## config.mk

```make
export PLATFORM = sky130hd
export DESIGN_NAME = serial_wide_adder_ctrl
export DESIGN_NICKNAME = d
export VERILOG_FILES = /design/src/rtl/serial_add_pkg.sv /design/src/rtl/add_slice.sv /design/src/rtl/serial_wide_adder_ctrl.sv
export SDC_FILE = /design/constraint.sdc
export NUM_CORES = 1
export LEC_CHECK = 0
export CORE_UTILIZATION = 53
export CTS_CLUSTER_SIZE = 8
export DETAILED_ROUTE_END_ITERATION = 10
export GPL_ROUTABILITY_DRIVEN = 0
export PLACE_DENSITY = 0.84
export SYNTH_ARGS = -nofsm -noshare
export SYNTH_HDL_FRONTEND = slang
export SYNTH_SLANG_ARGS = --single-unit
```

## constraint.sdc

```tcl
create_clock -name clk -period 5.7 [get_ports clk]
set_input_delay 0.57 -clock clk [delete_from_list [all_inputs] [get_ports clk]]
set_output_delay 0.57 -clock clk [all_outputs]
set_load 0.05 [all_outputs]
```

## src/rtl/serial_add_pkg.sv

```systemverilog
// Shared types and helpers for the serial wide adder.
// State encoding and index-width helper used by serial_wide_adder_ctrl.
package serial_add_pkg;

    typedef enum logic [1:0] {
        IDLE = 2'd0,
        RUN  = 2'd1,
        DONE = 2'd2
    } state_t;

    // Never return 0 so idx is always at least one bit wide.
    function automatic int idx_width(input int words);
        return (words <= 2) ? 1 : $clog2(words);
    endfunction

endpackage

```

## src/rtl/add_slice.sv

```systemverilog
// N-bit combinational ripple-carry adder slice built from a chain of full adders.
module add_slice #(
    parameter int N = 4
) (
    input  logic [N-1:0] a,
    input  logic [N-1:0] b,
    input  logic         ci,
    output logic [N-1:0] s,
    output logic         co
);

    logic [N:0] c;

    assign c[0] = ci;

    for (genvar i = 0; i < N; i++) begin : g_fa
        assign s[i]   = a[i] ^ b[i] ^ c[i];
        assign c[i+1] = (a[i] & b[i]) | (c[i] & (a[i] ^ b[i]));
    end

    assign co = c[N];

endmodule

```

## src/rtl/serial_wide_adder_ctrl.sv

```systemverilog
// Serial N*WORDS-bit adder time-sharing one N-bit slice, LS word first.
// Optional subtract mode compiled in with SERIAL_ADD_SUB_EN.
module serial_wide_adder_ctrl
    import serial_add_pkg::*;
#(
    parameter int N     = 4,
    parameter int WORDS = 4
) (
    input  logic                 clk,
    input  logic                 rst,
    input  logic                 start,
`ifdef SERIAL_ADD_SUB_EN
    input  logic                 sub_in,
`endif
    input  logic [N*WORDS-1:0]   a_in,
    input  logic [N*WORDS-1:0]   b_in,
    input  logic                 carry_in,
    output logic                 busy,
    output logic                 done,
    output logic [N*WORDS-1:0]   sum_out,
    output logic                 carry_out
);

    localparam int W  = N * WORDS;
    localparam int IW = idx_width(WORDS);
    localparam logic [IW-1:0] LAST_IDX = IW'(WORDS - 1);

    state_t          state;
    state_t          next_state;
    logic [W-1:0]    a_reg;
    logic [W-1:0]    b_reg;
    logic            carry_q;
    logic [IW-1:0]   idx;
    logic [N-1:0]    a_word;
    logic [N-1:0]    b_word;
    logic [N-1:0]    s_word;
    logic            c_word;
    logic            accept;
    logic            last;
    logic [W-1:0]    b_eff;
    logic            cin_eff;

`ifdef SERIAL_ADD_SUB_EN
    // Two's-complement subtract: invert B and inject a carry of one.
    assign b_eff   = sub_in ? ~b_in : b_in;
    assign cin_eff = sub_in ? 1'b1 : carry_in;
`else
    assign b_eff   = b_in;
    assign cin_eff = carry_in;
`endif

    assign accept = start && ((state == IDLE) || (state == DONE));
    assign last   = (idx == LAST_IDX);
    assign a_word = a_reg[idx*N +: N];
    assign b_word = b_reg[idx*N +: N];

    add_slice #(.N(N)) u_slice (
        .a  (a_word),
        .b  (b_word),
        .ci (carry_q),
        .s  (s_word),
        .co (c_word)
    );

    always_ff @(posedge clk) begin
        if (rst) begin
            state <= IDLE;
        end else begin
            state <= next_state;
        end
    end

    always_comb begin
        next_state = state;
        busy       = 1'b0;
        done       = 1'b0;
        case (state)
            IDLE: begin
                if (start) next_state = RUN;
            end
            RUN: begin
                busy = 1'b1;
                if (last) next_state = DONE;
            end
            DONE: begin
                done       = 1'b1;
                next_state = start ? RUN : IDLE;
            end
            default: next_state = IDLE;
        endcase
    end

    always_ff @(posedge clk) begin
        if (rst) begin
            a_reg     <= '0;
            b_reg     <= '0;
            carry_q   <= 1'b0;
            idx       <= '0;
            sum_out   <= '0;
            carry_out <= 1'b0;
        end else if (accept) begin
            a_reg   <= a_in;
            b_reg   <= b_eff;
            carry_q <= cin_eff;
            idx     <= '0;
        end else if (state == RUN) begin
            sum_out[idx*N +: N] <= s_word;
            carry_q             <= c_word;
            if (last) begin
                carry_out <= c_word;
                idx       <= '0;
            end else begin
                idx <= idx + IW'(1);
            end
        end
    end

endmodule

```

==> results.env <==
RUN_STATUS='completed'
YOSYS_WARNINGS=0
SETUP-VIOLATIONS-FINAL=0
SYN_TO_FINAL_GROWTH_PCT=28.7
CORE_AREA_UM2=4140
PLACEDINSTANCEAREA_UM2=2900
PATH_BUF_INV=2
CTSROOTBUFFERMASTER='sky130_fd_sc_hd__clkbuf_8'
CP-ENDPOINT='sum_out[7]'
GRT_SETUP_UNREPAIRED='no'
DESIGN.PORTCOUNT=55
LEAKAGE_nW=1.10
TIMING.FINAL.CRIT_SHARE_PCT=56.4
ROWS=23
REG2REG_SETUP_SLACK_PS=2480
INITIAL_CORE_UTIL_PCT=57.0
DRIVE_GT1_SHARE_PCT=5.81
POST_SYNTH_INST_COUNT=264
H-TREE-DEPTH=2
VIAS_PER_CELL=5.36
GLOBALROUTE.TOTALOVERFLOW=0
CTS-ROOT-TO-SINK-BUFFERS=2
ARRIVAL_PS=3420
MIN_PATH_TYPE='flip-flop to flip-flop'
LAYOUT.CELL_AREA.NON_FILLER_UM2=3040
FINALCRITICALPERIOD_PS=3220
SETUP_TNS_PS=0
YOSYS-TOP-CELLS-AREA='sky130_fd_sc_hd__dfxtp_1, sky130_fd_sc_hd__nand2_1, sky130_fd_sc_hd__a21oi_1'
FINAL_HOLD_VIO_COUNT=0
SLEW_HEADROOM_PCT=17.1
CTS-HOLD-FIX-BUFFERS=0
DRT_PRE_ANTENNA_ITERS=4
SYNTH_TOP_CELLS_BY_COUNT='sky130_fd_sc_hd__nand2_1, sky130_fd_sc_hd__dfxtp_1, sky130_fd_sc_hd__a21oi_1'
TIMING.CRITICAL_PATH.SLOWEST_STAGE_CELL='sky130_fd_sc_hd__dfxtp_1'
CRIT_PATH_FREQUENT_CELL='sky130_fd_sc_hd__fa_1'
GLOBAL_ROUTE_WIRE_LENGTH_BEFORE_REPAIR_UM=7780
VIAS_IN_THE_FIRST_GLOBAL_ROUTE=1710
MAPPEDNETLISTAREA_UM2=2360
CP.DEPTH=9
ROUTE.VIAS.TOTAL=1929
WORSTSETUPSTARTPOINTTYPE='flip-flop'
CLOCK_SKEW_PS=6.57
NETS=355
CRITPATHCAPTURETYPE='flip-flop'
DETAILEDPLACEMENTHPWL_UM=3340
FP.DIEAREA_UM2=4730
CRIT_PATH_MAX_INCR_DELAY_PS=820
WORSTSETUPSTARTPOINT='idx[0]'
POST-ROUTE-DRC-COUNT=0
WORST_PIN_SLEW_PS=1240
GR-USAGE-ALL-LAYERS_PCT=22.9
DRT.ANTENNA.VIOLATING_NETS=0
POST_SYNTH.CELL_AREA_AVG_UM2=8.94
CLK_PIN_SLEW_WORST_PATHS_PS=90
NUM_ANTENNA_CELLS=0
WORST_PATH_DOMINANT_CELL_FAMILY='adder cells'
DIE-HEIGHT_UM=68.7
YS_SEQ_ELEMENTS=54
SYNTHARSTFLOPSHARE_PCT=0
CLOCK_INSERTION_DELAY_WORST_SKEW_PS=310
MAXCAPVIOLATIONS=0
YOSYS.CELL_COUNT.TOP_TYPE='sky130_fd_sc_hd__nand2_1'
CTS_TREE='built'
VDD.IR_DROP.WORST_mV=0.155
GRT_ANTENNA_BEFORE_REPAIR=0
FINAL_MAX_SLEW_VIOL_COUNT=0
CP.REQUIRED_PS=5900
DRC_MARKER_COUNT_FROM_THE_FIRST_DETAILED_ROUTE_ITERATION=123
POWER_PER_CELL_AREA_nW_PER_UM2=272
CRITICAL_PATH.MAX_FANOUT=17
REGTOREGSTARTPOINT='idx[0]'
WIDTH_OF_THE_DIE_UM=68.7
SYNTH_EDF_COUNT=0
CTS_RESIZED=0
REG2REG_DEPTH=9
CLOCK_SINKS=54
SYNTH_CELL_TYPES=27
NFILLCELLS=327
POST-SYNTH-TOP-AREA-FRACTION_PCT=45.8
NETLIST.TOP_CELL.BY_AREA='sky130_fd_sc_hd__dfxtp_1'
SEQ_AREA_FRAC_SYNTH_PCT=45.8
POSTCTSSETUPREPAIRBUFS=0
RR_ENDPOINT='sum_out[7]'
SYNTH_NET_COUNT=310
CRITICAL_PATH_CLASS='flip-flop to flip-flop'
ACHIEVABLE-FREQUENCY_MHz=311
GRT_START_MAX_NET_PINS=59
ROUTED_WIRELENGTH_UM=4850
PORT_BUFFERS=54
SYNTH-MAIN-FF-CELL='sky130_fd_sc_hd__dfxtp_1'
DRT_WL_CELL_UM=13.5
CRIT_PATH_CELL_TRACE='mux4_1 > inv_1 > fa_1 > fa_1 > inv_1 > fa_1 > fa_1 > nand2b_1 > o32ai_1'
NUMCTSBUFFERS=5
-- cell usage in the layout, fill, tap and decap left out, drive strengths merged, types with 5 or more instances in the layout --
cell type / count
nand2: 69
dfxtp: 54
clkdlybuf4s50: 53
a21oi: 38
inv: 20
o32ai: 12
mux4: 8
ha: 6
clkbuf: 6
nor2: 5
-- worst reg2reg max path, cell delays in order (launching register included) --
cell and delay [ps]:
sky130_fd_sc_hd__dfxtp_1 820, sky130_fd_sc_hd__mux4_1 650, sky130_fd_sc_hd__inv_1 80, sky130_fd_sc_hd__fa_1 190, sky130_fd_sc_hd__fa_1 170, sky130_fd_sc_hd__inv_1 50
sky130_fd_sc_hd__fa_1 370, sky130_fd_sc_hd__fa_1 520, sky130_fd_sc_hd__nand2b_1 110, sky130_fd_sc_hd__o32ai_1 160
-- worst min-delay path by stage --
stage / start / to / slack [ps] / cells past startpoint
6_report: b_reg[9] / b_reg[9] / 460 / 2
5_1_grt: b_reg[7] / b_reg[7] / 480 / 2
4_1_cts: b_reg[9] / b_reg[9] / 460 / 2
3_5_place_dp: sum_out[12] / sum_out[12] / 450 / 2
3_3_place_gp: b_reg[9] / b_reg[9] / 440 / 2
2_1_floorplan: a_reg[4] / a_reg[4] / 430 / 2
-- metal layers --
metal / up-vias / wire, µm / GRT usage [%]
li1: 976 / - / -
met2: 55 / 2450 / 38.7
met4: 0 / 71 / 10.5
met1: 891 / 2080 / 28.0
met3: 7 / 249 / 4.77
met5: - / 0 / 0
-- stage by stage --
step	utilization (%)	setup WS, ps	total power, mW	hold WS, ps	std cells
2_1_floorplan	-	3070	0.482	432	264
3_3_place_gp	69.9	2620	0.521	440	352
3_5_place_dp	69.9	2520	0.524	448	352
4_1_cts	73.3	2440	0.832	461	360
5_1_grt	73.3	2190	0.863	479	360
6_report	73.3	2480	0.826	458	360
-- power by group --
| group | internal, mW | total (mW) | switching (mW) |
|---|---|---|---|
| logic | 0.0531 | 0.109 | 0.0559 |
| clock network | 0.187 | 0.310 | 0.123 |
| registers | 0.394 | 0.407 | 0.0126 |
-- cell families after synthesis --
kind of cell,share of synthesized area [%]
mux,8.96
fa+ha+maj,6.57
buf+inv,6.25
compound gates,13.1
flops,45.8
simple gates,19.3
-- area by class of cell --
type	instances	area (µm²)	share of cell area [%]
Multi-Input combinational cell	173	1130	37.3
Sequential cell	54	1080	35.6
Timing Repair Buffer	55	543	17.9
Clock buffer	6	82.6	2.72
Inverter	20	75.1	2.47
Tap cell	50	62.6	2.06
Clock inverter	2	60.1	1.98
No activity file was read; power rests on OpenSTA's default activity.
